**src/rtl/adc_if_pkg.sv**
```systemverilog
// Shared constants and state encoding for the three-wire ADC link.
// Used by both the controller and the responder.
package adc_if_pkg;

  localparam int FRAME_BITS      = 16;
  localparam int LEAD_ZEROS      = 4;
  localparam int ADDR_FIRST_RISE = 2;
  localparam int ADDR_BITS       = 3;
  localparam int NUM_CH          = 8;

  typedef enum logic [1:0] {
    IDLE  = 2'd0,
    FRAME = 2'd1,
    TAIL  = 2'd2
  } adc_state_e;

endpackage

```
**src/rtl/sync_edge.sv**
```systemverilog
// Multi-stage synchronizer plus history flop.
// Ports: clk_i, reset_i, d_i in; level_o, rise_o, fall_o single-cycle strobes.
module sync_edge #(
  parameter int   STAGES  = 2,
  parameter logic RST_VAL = 1'b0
) (
  input  logic clk_i,
  input  logic reset_i,
  input  logic d_i,
  output logic level_o,
  output logic rise_o,
  output logic fall_o
);

  logic [STAGES-1:0] sync_q;
  logic              hist_q;

  always_ff @(posedge clk_i) begin
    if (reset_i) begin
      sync_q <= {STAGES{RST_VAL}};
      hist_q <= RST_VAL;
    end else begin
      sync_q <= {sync_q[STAGES-2:0], d_i};
      hist_q <= sync_q[STAGES-1];
    end
  end

  assign level_o = sync_q[STAGES-1];
  assign rise_o  = level_o & ~hist_q;
  assign fall_o  = ~level_o & hist_q;

endmodule

```
**src/rtl/adc_responder.sv**
```systemverilog
// Device-side responder for the three-wire ADC link: decodes the address
// and shifts back {4'b0, ch_data[ch]}; ports: clk_50M, reset, adc_sclk,
// adc_cs_n, din, ch_data in; dout, frame_done, cur_addr, next_addr out.
module adc_responder
  import adc_if_pkg::*;
#(
  parameter int SYNC_STAGES = 2,
  parameter int DATA_W      = 12
) (
  input  logic                        clk_50M,
  input  logic                        reset,
  input  logic                        adc_sclk,
  input  logic                        adc_cs_n,
  input  logic                        din,
  input  logic [NUM_CH*DATA_W-1:0]    ch_data,
  output logic                        dout,
  output logic                        frame_done,
  output logic [ADDR_BITS-1:0]        cur_addr,
  output logic [ADDR_BITS-1:0]        next_addr
);

  logic sclk_rise, sclk_fall, sclk_lvl_unused;
  logic cs_rise, cs_fall, cs_lvl_unused;
  logic din_s, din_unused_rise, din_unused_fall;

  sync_edge #(.STAGES(SYNC_STAGES), .RST_VAL(1'b0)) u_sclk (
    .clk_i   (clk_50M),
    .reset_i (reset),
    .d_i     (adc_sclk),
    .level_o (sclk_lvl_unused),
    .rise_o  (sclk_rise),
    .fall_o  (sclk_fall)
  );

  sync_edge #(.STAGES(SYNC_STAGES), .RST_VAL(1'b1)) u_cs (
    .clk_i   (clk_50M),
    .reset_i (reset),
    .d_i     (adc_cs_n),
    .level_o (cs_lvl_unused),
    .rise_o  (cs_rise),
    .fall_o  (cs_fall)
  );

  sync_edge #(.STAGES(SYNC_STAGES), .RST_VAL(1'b0)) u_din (
    .clk_i   (clk_50M),
    .reset_i (reset),
    .d_i     (din),
    .level_o (din_s),
    .rise_o  (din_unused_rise),
    .fall_o  (din_unused_fall)
  );

  adc_state_e              state_q, state_d;
  logic [4:0]              rcnt_q, rcnt_d;
  logic [FRAME_BITS-1:0]   shreg_q, shreg_d;
  logic [ADDR_BITS-1:0]    ash_q, ash_d;
  logic [ADDR_BITS-1:0]    cur_q, cur_d;
  logic [ADDR_BITS-1:0]    nxt_q, nxt_d;
  logic                    dout_q, dout_d;
  logic                    done_q, done_d;

  logic [DATA_W-1:0]       ch_val;
  logic [FRAME_BITS-1:0]   load_word;
  logic                    in_addr;

  always_comb begin
    ch_val = '0;
    for (int k = 0; k < NUM_CH; k++) begin
      if (nxt_q == ADDR_BITS'(k)) ch_val = ch_data[k*DATA_W +: DATA_W];
    end
  end

  assign load_word = {{LEAD_ZEROS{1'b0}}, ch_val};

  assign in_addr = (rcnt_q >= 5'(ADDR_FIRST_RISE)) &&
                   (rcnt_q <  5'(ADDR_FIRST_RISE + ADDR_BITS));

  always_comb begin
    state_d = state_q;
    rcnt_d  = rcnt_q;
    shreg_d = shreg_q;
    ash_d   = ash_q;
    cur_d   = cur_q;
    nxt_d   = nxt_q;
    dout_d  = dout_q;
    done_d  = 1'b0;
    if (cs_rise) begin
      // Deselect wins over everything; a partial address is dropped.
      state_d = IDLE;
      dout_d  = 1'b0;
    end else begin
      case (state_q)
        IDLE: begin
          if (cs_fall) begin
            state_d = FRAME;
            shreg_d = load_word;
            cur_d   = nxt_q;
            rcnt_d  = '0;
            dout_d  = 1'b0;
          end
        end
        FRAME: begin
          if (sclk_rise) begin
            rcnt_d = rcnt_q + 5'd1;
            if (in_addr) ash_d = {ash_q[ADDR_BITS-2:0], din_s};
            if (rcnt_q == 5'(FRAME_BITS - 1)) begin
              nxt_d   = ash_q;
              done_d  = 1'b1;
              state_d = TAIL;
            end
          end else if (sclk_fall && rcnt_q != '0) begin
            // Falls before the first rise are idle-high SCLK, not data.
            shreg_d = {shreg_q[FRAME_BITS-2:0], 1'b0};
            dout_d  = shreg_q[FRAME_BITS-2];
          end
        end
        TAIL: begin
          if (sclk_fall) begin
            // Continuous mode: this fall starts the next frame.
            state_d = FRAME;
            shreg_d = load_word;
            cur_d   = nxt_q;
            rcnt_d  = '0;
            dout_d  = 1'b0;
          end
        end
        default: state_d = IDLE;
      endcase
    end
  end

  always_ff @(posedge clk_50M) begin
    if (reset) begin
      state_q <= IDLE;
      rcnt_q  <= '0;
      shreg_q <= '0;
      ash_q   <= '0;
      cur_q   <= '0;
      nxt_q   <= '0;
      dout_q  <= 1'b0;
      done_q  <= 1'b0;
    end else begin
      state_q <= state_d;
      rcnt_q  <= rcnt_d;
      shreg_q <= shreg_d;
      ash_q   <= ash_d;
      cur_q   <= cur_d;
      nxt_q   <= nxt_d;
      dout_q  <= dout_d;
      done_q  <= done_d;
    end
  end

  assign dout       = dout_q;
  assign frame_done = done_q;
  assign cur_addr   = cur_q;
  assign next_addr  = nxt_q;

endmodule

```
**config.mk**
```make
export PLATFORM = sky130hd
export DESIGN_NAME = adc_responder
export DESIGN_NICKNAME = d
export VERILOG_FILES = /design/src/rtl/adc_if_pkg.sv /design/src/rtl/sync_edge.sv /design/src/rtl/adc_responder.sv
export SDC_FILE = /design/constraint.sdc
export NUM_CORES = 1
export LEC_CHECK = 0
export BUFFER_PORTS_ARGS = -buffer_cell sky130_fd_sc_hd__buf_2
export CORE_ASPECT_RATIO = 1.75
export CORE_UTILIZATION = 44
export DETAILED_ROUTE_END_ITERATION = 8
export GPL_ROUTABILITY_DRIVEN = 0
export HOLD_SLACK_MARGIN = 0.05
export PLACE_DENSITY_LB_ADDON = 0.2
export SLEW_MARGIN = 25
export SYNTH_ARGS = -nofsm -noshare
export SYNTH_HDL_FRONTEND = slang
export SYNTH_SLANG_ARGS = --single-unit
```
**constraint.sdc**
```tcl
create_clock -name clk_50M -period 1.7 [get_ports clk_50M]
set_input_delay 0.34 -clock clk_50M [delete_from_list [all_inputs] [get_ports clk_50M]]
set_output_delay 0.34 -clock clk_50M [all_outputs]
set_load 0.05 [all_outputs]
```
==> results by group <==
Logic synthesis
  – Yosys reg bits: 41
  – EDFF count, synth: 0
  – Post-synth top flop: dfxtp_1
  – Synth warnings: 0
  – Cell count after synthesis: 304
  – Post-synthesis sequential area ratio: between 30% and 40%
  – Syn_nets: 409
  – Syn avg cell area: 8.635 um^2
  – Synth unique cells: a little under 60
  – Post-synthesis async set-or-reset flop share: 0%
  – Post-Syn Area: 2625 um^2

Worst setup path
  – Crit path max fanout: 3
  – Critical path class: reg2reg
  – Crit path max-delay family: simple AND/OR/NAND/NOR gates
  – CP endpoint kind: register
  – RR Endpoint: next_addr[0]$_SDFFE_PP0P_
  – Worst EP required: ~1.9 ns
  – CP bufs+invs: 0
  – CP peak stage delay: 0.34 ns
  – Reg-to-reg startpoint: rcnt_q[0]$_SDFFE_PP0P_
  – CP Launch Type: register
  – Worst-path cell chain: ha_1, and3_1, ha_2, nand2_2, nor3_4, mux2i_1, nor2_1
  – FF-to-FF setup slack: 0.09 ns
  – Arr. time, crit path: 1.78 ns
  – Slowest cell on crit path: dfxtp_2
  – Worst Reg-to-Reg Cells: 7

STA
  – Worst Tran Pin Value: about 0.61 ns
  – Setup Skew: 0.005365 ns
  – Pins Over Slew Limit: 0
  – # setup viols final: 0
  – Max_slew headroom: a little under 60%
  – Max Fclk: 620.1 MHz
  – Final hold violation count: 0
  – Final Cycle Share: 94.86%
  – RSZ-0062 raised after global routing: yes
  – Tmin final: roughly 1.6 ns

CTS
  – Reg clk slew, reported paths: 0.07 ns
  – Clock sinks: 41
  – CTS H-tree depth: 2
  – CTS tree: yes
  – Total CTS buffers: 5
  – Hold-fix buffers, CTS: 0
  – Clock Tree Buf Depth: 2
  – Clock root buffer: clkbuf_8
  – Skew-Pair Late Insertion Delay: 0.29 ns

Drt
  – Starting DRT DRC Count: 241
  – DR vias: 2,793
  – Wire length on met2: roughly 4100 um
  – Metal1 wirelength: 2949 um
  – Top Metal Used: met4
  – Wire length on met3: a little under 500 um
  – TritonRoute pass-1 iters: 5
  – Avg Vias per Cell: 5.631
  – Post-Route WL: 7868 um
  – DRC violation count after routing: 0
  – Per-cell routed wire length: roughly 16 um
  – Antenna Nets Post-Route: 0

Global route
  – Pin count of the biggest net entering global routing: 23
  – Vias in the first global route: 2,726
  – Total GRT Usage: 25.20%
  – Grt ovf: 0
  – Antenna violations before repair: 0
  – Global-route wire length before repair: 12,180 um

Pwr
  – Worst IR Drop VDD: roughly 0.63 mV
  – PD cells: 622.8 nW/um^2
  – Pleak: 0.001450 uW

Floorplan
  – Die X: 60.39 um
  – Die height: 104.2 um
  – # rows: 36
  – Core Box Area: 5675 um^2
  – # IOs: 109
  – Total die area: 6291 um^2
  – Initial Utilization: around 46%

Outcome
  – Status: finished, final reports clean

Cells and area
  – Finished Cell Area: between 3000 and 4000 um^2
  – Layout Cells excl Fill: 496
  – ANT cells: 0
  – Nets@finish: between 500 and 600
  – Synthesis-to-finish area growth: 33.37%
  – Share of cells above drive strength 1: 41.19%
  – Fillers: 528

Flow run
  – Max cap viols: 0

Placement
  – I/O Buffers: around 110
  – Post-DP HPWL: 6010 um
  – Placed Area: 3304 um^2
  – Placed Cells incl. Taps: 484

Worst hold path
  – Worst Hold Class: in2reg
  – Hold endpoint: u_cs.sync_q[0]$_SDFF_PP1_
  – HP Start: adc_cs_n
  – Hold depth: 2
[kinds of logic after synthesis]
| logic type | Yosys count | synth area share, % |
|---|---|---|
| multiplexers | 18 | 8.341 |
| AND/OR/NAND/NOR | 102 | 21.40 |
| flip-flops | 41 | 31.27 |
| AO/OA/AOI/OAI | 100 | 28.89 |
| XOR/XNOR | 3 | 1.001 |
| buffers and inverters | 36 | 7.197 |
| adder cells (fa/ha/maj) | 4 | 1.907 |
[per-layer routing]
layer | track usage (%) | vias to the layer above
met4 | 12.46 | 0
met2 | 46.62 | 127
met5 | 0 | -
met3 | 3.483 | 25
met1 | 25.57 | 1267
li1 | - | 1374
[worst reg2reg max path, stage by stage, from the launching register on]
cell     delay [ns]
dfxtp_2        0.34
ha_1           0.17
and3_1         0.17
ha_2           0.19
nand2_2        0.09
nor3_4         0.27
mux2i_1        0.22
nor2_1         0.05
[synthesized netlist by cell type, types with 2 or more instances]
library cell	count	area, um^2
dfxtp_1	41	820.8
a21oi_1	22	110.1
nand2_1	22	82.58
a32oi_1	15	131.4
buf_2	15	75.07
mux2i_1	14	140.1
nor2_1	14	52.55
nor2b_1	12	75.07
nand4_1	10	62.56
o21ai_0	10	50.05
a22oi_1	9	67.56
and2_1	7	43.79
clkbuf_1	7	26.28
inv_1	7	26.28
nand3_1	7	35.03
o2bb2ai_1	7	61.31
a221o_1	6	60.06
a22o_1	6	52.55
nor3_1	6	30.03
and3_1	5	31.28
o21a_1	5	37.54
ha_1	4	50.05
buf_4	3	22.52
buf_6	3	33.78
mux4_2	3	67.56
nand2b_1	3	18.77
nand3b_1	3	22.52
or2_2	3	18.77
a221oi_1	2	17.52
a31oi_1	2	12.51
o211ai_1	2	15.01
o21ai_2	2	17.52
xor2_1	2	17.52
[final cells by class]
cell class | instances | area (um^2) | share of cell area [%]
multi-input combinational | 227 | 1655 | 47.28
sequential | 41 | 833.3 | 23.80
timing repair buffer | 137 | 774.5 | 22.12
tap | 76 | 95.09 | 2.716
clock buffer | 7 | 86.33 | 2.466
clock inverter | 1 | 30.03 | 0.8578
inverter | 7 | 26.28 | 0.7505
[stage by stage]
stage,worst slack (ns),TNS (ns),power (uW),utilization [%],hold WS [ns]
after global placement,0.02417,0,1374,58.22,0.4009
final,0.08739,0,2180,61.68,0.2286
after global routing,-0.005133,-0.01669,2282,61.68,0.2225
after detailed placement,0.01244,0,1378,58.22,0.3976
after CTS,0.001075,0,2185,60.43,0.2216
after floorplan,0.009609,0,1198,-,0.3895
[flip-flops by register name, indices dropped and copies added, names as in the netlist, 3 cells and up]
name and count:
rcnt_q 5, next_addr 3, ash_q 3, cur_addr 3, shreg_q 15
[power by group]
part	leakage, uW	switching, uW	internal [uW]
clock	0.0000585	323	479
combinational	0.00105	175	204
sequential	0.000337	15.6	984
total	0.00145	513	1670
[cells in the final DEF (no fill, tap or decap), types with 7 or more instances in the layout]
cell       Yosys  layout
dfxtp_1       41      35
buf_2         15     108
nor2b_1       12      11
mux2i_1       14      14
buf_4          3      27
o21ai_0       10      10
a21oi_1       22      22
nand3_1        7       7
a22oi_1        9       9
and2_1         7       7
nor2_1        14      13
o2bb2ai_1      7       7
nand2_1       22      21
a32oi_1       15      15
inv_1          7       7
nand4_1       10      10
[how the worst max path moves through the flow]
stage,startpoint,end,cells past startpoint
finish,rcnt_q[0]$_SDFFE_PP0P_,next_addr[0]$_SDFFE_PP0P_,7
global route,rcnt_q[0]$_SDFFE_PP0P_,shreg_q[6]$_SDFFE_PP0P_,8
CTS,rcnt_q[0]$_SDFFE_PP0P_,next_addr[2]$_SDFFE_PP0P_,7
detailed placement,rcnt_q[0]$_SDFFE_PP0P_,shreg_q[3]$_SDFFE_PP0P_,8
global placement,rcnt_q[0]$_SDFFE_PP0P_,next_addr[1]$_SDFFE_PP0P_,7
floorplan,next_addr[2]$_SDFFE_PP0P_,shreg_q[2]$_SDFFE_PP0P_,6
[timing repair]
| item | CTS | global route |
|---|---|---|
| resized for setup | 1 | 16 |
| setup endpoints to repair | 1 | 21 |
| cloned | 0 | 0 |
| pin swaps | 0 | 2 |
| setup buffers | 0 | 4 |
No activity file was read; power rests on OpenSTA's default activity.
